## src/rtl/mc_ctrl.sv

```systemverilog
// Multi-cycle control unit: sequences FETCH/DECODE/EXE/MEM/WB from the opcode/funct
// held in IR, drives the datapath controls combinationally, and counts retired instructions.
module mc_ctrl #(
    parameter int CNT_W = 32
) (
    input  logic             clk,
    input  logic             reset,
    input  logic [31:0]      instr,
    input  logic             zero,
    output logic             PCWrite,
    output logic             IRWrite,
    output logic             RegDst,
    output logic             RegWrite,
    output logic             ALUSrc,
    output logic             MemWrite,
    output logic             MemToReg,
    output logic [1:0]       EXTOp,
    output logic [2:0]       ALUOp,
    output logic             if_beq,
    output logic             if_jal,
    output logic             if_jr,
    output logic [2:0]       state,
    output logic             illegal,
    output logic [CNT_W-1:0] retired
);

    typedef enum logic [2:0] {
        S_FETCH  = 3'd0,
        S_DECODE = 3'd1,
        S_EXE    = 3'd2,
        S_MEM    = 3'd3,
        S_WB     = 3'd4
    } state_e;

    state_e           state_q, state_d;
    logic [CNT_W-1:0] retired_q;
    logic             fin;

    logic [5:0] op, fn;
    logic is_r, is_addu, is_subu, is_jr, is_ori, is_lui, is_lw, is_sw, is_beq, is_j, is_jal;
    logic legal;
    logic unused_instr;

    assign op           = instr[31:26];
    assign fn           = instr[5:0];
    assign unused_instr = ^instr[25:6];

    assign is_r    = (op == 6'h00);
    assign is_addu = is_r && (fn == 6'h21);
    assign is_subu = is_r && (fn == 6'h23);
    assign is_jr   = is_r && (fn == 6'h08);
    assign is_ori  = (op == 6'h0d);
    assign is_lui  = (op == 6'h0f);
    assign is_lw   = (op == 6'h23);
    assign is_sw   = (op == 6'h2b);
    assign is_beq  = (op == 6'h04);
    assign is_j    = (op == 6'h02);
    assign is_jal  = (op == 6'h03);
    assign legal   = is_addu | is_subu | is_jr | is_ori | is_lui | is_lw | is_sw |
                     is_beq | is_j | is_jal;

    always_comb begin
        state_d = S_FETCH;
        fin     = 1'b0;
        case (state_q)
            S_FETCH:  state_d = S_DECODE;
            S_DECODE: begin
                fin     = is_j | is_jal;
                state_d = (is_j | is_jal | !legal) ? S_FETCH : S_EXE;
            end
            S_EXE: begin
                fin = is_beq | is_jr;
                if (is_lw | is_sw)        state_d = S_MEM;
                else if (is_beq | is_jr)  state_d = S_FETCH;
                else                      state_d = S_WB;
            end
            S_MEM: begin
                fin     = is_sw;
                state_d = is_lw ? S_WB : S_FETCH;
            end
            S_WB:     fin = 1'b1;
            default:  state_d = S_FETCH;
        endcase
    end

    always_ff @(posedge clk or negedge reset) begin
        if (!reset) begin
            state_q   <= S_FETCH;
            retired_q <= '0;
        end else begin
            state_q <= state_d;
            if (fin) retired_q <= retired_q + CNT_W'(1);
        end
    end

    assign state   = state_q;
    assign retired = retired_q;

    // Everything is gated by reset so an aborted instruction cannot write.
    always_comb begin
        PCWrite  = 1'b0;
        IRWrite  = 1'b0;
        RegDst   = 1'b0;
        RegWrite = 1'b0;
        ALUSrc   = 1'b0;
        MemWrite = 1'b0;
        MemToReg = 1'b0;
        EXTOp    = 2'b00;
        ALUOp    = 3'b000;
        if_beq   = 1'b0;
        if_jal   = 1'b0;
        if_jr    = 1'b0;
        illegal  = 1'b0;
        if (reset) begin
            if (state_q == S_FETCH) begin
                IRWrite = 1'b1;
                PCWrite = 1'b1;
            end else if (state_q == S_DECODE || state_q == S_EXE ||
                         state_q == S_MEM || state_q == S_WB) begin
                // Selects stay constant from DECODE to the final state.
                RegDst   = is_addu | is_subu;
                ALUSrc   = is_ori | is_lui | is_lw | is_sw;
                MemToReg = is_lw;
                EXTOp    = is_lui ? 2'b10 : ((is_lw | is_sw) ? 2'b01 : 2'b00);
                ALUOp    = (is_subu | is_beq) ? 3'b001 : (is_ori ? 3'b010 : 3'b000);
                if_beq   = is_beq;
                if_jal   = is_jal;
                if_jr    = is_jr;
                case (state_q)
                    S_DECODE: begin
                        PCWrite  = is_j | is_jal;
                        RegWrite = is_jal;
                        illegal  = !legal;
                    end
                    S_EXE:   PCWrite  = is_jr | (is_beq & zero);
                    S_MEM:   MemWrite = is_sw;
                    S_WB:    RegWrite = 1'b1;
                    default: ;
                endcase
            end
        end
    end

endmodule

```

## config.mk

```make
export PLATFORM = sky130hd
export DESIGN_NAME = mc_ctrl
export DESIGN_NICKNAME = d
export VERILOG_FILES = /design/src/rtl/mc_ctrl.sv
export SDC_FILE = /design/constraint.sdc
export NUM_CORES = 1
export LEC_CHECK = 0
export ABC_AREA = 1
export BUFFER_PORTS_ARGS = -buffer_cell sky130_fd_sc_hd__buf_4
export CAP_MARGIN = 20
export CORE_ASPECT_RATIO = 0.5
export CORE_MARGIN = 4
export CORE_UTILIZATION = 47
export DETAILED_ROUTE_END_ITERATION = 12
export PLACE_DENSITY = 0.88
export SYNTH_ARGS = -nofsm -noshare
export SYNTH_HDL_FRONTEND = slang
export SYNTH_SLANG_ARGS = --single-unit
```

## constraint.sdc

```tcl
create_clock -name clk -period 1.4 [get_ports clk]
set_input_delay 0.28 -clock clk [delete_from_list [all_inputs] [get_ports clk]]
set_output_delay 0.28 -clock clk [all_outputs]
set_load 0.05 [all_outputs]
```

==> results.md <==
* Run status: complete, but fails checks
* Failing checks: setup timing
* Hold Violations, Final at 0
* Die Height at 62.7 um
* Synth Register Bits at 35
* Worst vdd ir at 0.00107 V
* Routed wire per std cell at 15.5 um
* Syn Nets at 482
* Synth-to-layout area growth at 63.3%
* Vias per inst at 5.39
* Slowest stage delay, CP at 0.42 ns
* Fin Clk Skew at 0.00407 ns
* Worst-skew pair later-pin latency at 0.28 ns
* Hold Crit Class: in -> async
* Antenna cells at 0
* CTS tree: built
* Post-synthesis cell count at 446
* GP Congestion at 0.934
* Hold Buf Count CTS at 0
* Core box area at 5630 um2
* Multiplexer area fraction after synthesis at 0
* Netlist cell types at 28
* CTS Buffer Depth at 2
* Initial antenna violation count at 0
* Pwr Density at 864 nW/um2
* Met3 WL post-DR at 1.07 mm
* Final min period at 1.88 ns
* GRT Residual Overflow at 0
* Clock tree sinks at 35
* Num CTS Buffers at 5
* Buffers on Ports at 64
* Die width at 117 um
* Worst Setup End Kind: output pin
* Setup violators final at 47
* Worst-path cell chain: nor2_2 > nand2_2 > nand3_2 > nand2_2 > buf_12 > buf_12 > nor2_4 > buf_8
* Top post-synthesis cells by count: 164 x nand2_1, 67 x nor2_1, 60 x nand3_1
* Clock Tree Root: clkbuf_16
* WL met1 at 3.89 mm
* Switching Fraction at 0.370
* Number of global-route vias before repair at 3,372
* Area contributors post-synth: dfrtp_1 31%, nand2_1 22%, nand3_1 11%
* Compound-Gate Fraction of Synth Area at 0.0107
* Post-Synth Simple-Gate Area at 0.540
* Pre-Repair DR Iteration Count at 5
* Initial Util at 0.500
* Adder-cell share of the synthesized area at 0.00444
* Synth Cell Area at 2820 um2
* Most common cell in the synthesized netlist: nand2_1
* Startpoint Class: register
* Worst setup margin at -0.475 ns
* WL final at 10.2 mm
* Leakage at 2.24 nW
* F_max at 533 MHz
* Post-Synthesis Mean Instance Area at 6.31 um2
* Reg clk slew, reported paths at 0.05 ns
* Seq pwr share at 0.296
* Synthesis Warnings at 0
* Slew Limit Fails at 0
* Comb pwr share at 0.439
* Io pins at 86
* DRC viols at 0
* Async S/R FF share, synth at 1.00
* RSZ-0062 raised after global routing: true
* Count of non-filler cells in the finished layout at 655
* Internal at 2.51 mW
* DP Cell Count at 635
* Main synth FF type: dfrtp_1
* Routed wl met2 at 4.91 mm
* Max-cap violations at 0
* Share of cells above drive strength 1 at 0.436
* Slowest cell on crit path: dfrtp_2
* Xor and xnor area share after synthesis at 0.0466
* WP data arrival at 1.60 ns
* CP Class: reg -> out
* Overall power at 3.97 mW
* Via count at 3,532
* Clock power share at 0.265
* Dpl hpwl at 6.55 mm
* Sequential-to-total area share from yosys stat at 0.311
* Initial drt markers at 342
* Largest family of logic cells by synthesized area: simple AND/OR/NAND/NOR gates
* Row count at 19
* CTS H-tree depth at 2
* Top cell type's share of synthesized area at 0.311
* Final period util at 1.34
* First-pass GRT wire length at 16.0 mm
* Final antenna-violating net count at 0
* Critical-path maximum fanout at 9
* DIE AREA at 7370 um2
* CP required at 1.12 ns
* EDFF count, synth at 0
* Highest Signal Layer: met4
* Global Route Usage Sum at 0.264
* NetSw at 1.47 mW
* Largest net degree at the start of global routing at 36
* Area leader, netlist: dfrtp_1
* Final nets at 617
* Pre-CTS WS at -0.315 ns
-- through the flow --
stage	util	hold slack (ns)	area (um2)	setup TNS (ns)
2_1_floorplan	-	-0.0156	3030	-8.16
3_3_place_gp	0.712	0.402	4010	-8.48
3_5_place_dp	0.712	0.413	4010	-10.05
4_1_cts	0.782	0.122	4410	-15.21
5_1_grt	0.817	0.158	4600	-18.97
6_report	0.817	0.117	4600	-15.46
-- cell usage in the layout, fill, tap and decap left out --
cell	count
inv_6	1
nor3_4	2
dfrtp_4	1
nand3_1	37
nor2_8	1
xnor2_1	6
clkinv_2	1
inv_2	4
buf_4	105
nand2_1	158
a21oi_1	1
o21ai_0	2
nand3_4	1
dfrtp_2	16
a21oi_4	3
nor2_4	12
inv_1	33
buf_8	8
nor2_2	8
buf_12	7
conb_1	1
xor2_1	9
or2_1	1
nor3b_1	1
nand2_8	2
nor2_1	57
nand2_2	30
clkbuf_1	2
nand3_2	22
dfrtp_1	18
nor4_4	1
nand2_4	4
clkbuf_16	5
buf_6	15
nand4_1	2
nor3b_2	1
ha_4	1
buf_16	3
-- sequential cells by signal, indices dropped and copies added, names as in the netlist --
| signal | count |
|---|---|
| state | 3 |
| retired | 32 |
-- cells by family (layout without fill, tap and decap cells) --
logic type | after synthesis | count (layout)
other cells | 1 | 1
simple gates | 339 | 340
compound gates | 6 | 6
fa+ha+maj | 1 | 1
buf+inv | 49 | 184
xor+xnor | 15 | 15
flops | 35 | 35
-- routing by layer --
metal  vias to the layer above  global-route usage
met2                       215               0.471
met4                         0              0.0847
met1                      1622               0.324
li1                       1657                   -
met3                        38              0.0542
met5                         -                   0
-- timing repair --
action / 4_1_cts / 5_1_grt
endpoints found under the hold margin: 0 / 0
setup endpoints to repair: 48 / 47
pin swaps: 2 / 23
gates cloned: 4 / 0
gates resized for setup: 27 / 42
setup buffers: 5 / 3
-- power by group through the flow --
stage | sequential [mW] | combinational [mW] | clock [mW]
after global routing | 1.19 | 1.84 | 1.12
after detailed placement | 1.18 | 1.38 | 0
final | 1.18 | 1.74 | 1.05
after CTS | 1.16 | 1.60 | 1.06
after floorplan | 1.40 | 0.618 | 0
after global placement | 1.18 | 1.36 | 0
-- final cells by class --
| type | instances | area (um2) |
|---|---|---|
| fill | 330 | 1030 |
| tap | 73 | 91.3 |
| sequential | 35 | 900 |
| timing repair buffer | 138 | 1300 |
| inverter | 38 | 148 |
| clock inverter | 1 | 5.00 |
| clock buffer | 7 | 133 |
| multi-input combinational | 363 | 2020 |
-- path summary, 6_finish.rpt --
| path | cells past startpoint | endpoint | slack [ns] | from |
|---|---|---|---|---|
| setup / recovery | 8 | MemToReg | -0.48 | state[2] |
| hold / removal | 2 | retired[28] | 0.12 | reset |
| setup reg to reg | 13 | retired[2] | -0.36 | state[2] |
| hold reg to reg | 2 | retired[31] | 0.59 | retired[31] |
| max in group asynchronous | 2 | retired[0] | 0.92 | reset |
| min in group clk | 7 | state[0] | 0.50 | instr[30] |
-- critical path, delay by kind of cell, from the launching register on --
kind                   cells  cell delay, ns
and+or+nand+nor            5            0.45
DFF                        1            0.42
buffers and inverters      3            0.43
(Power assumes the default switching activity.)
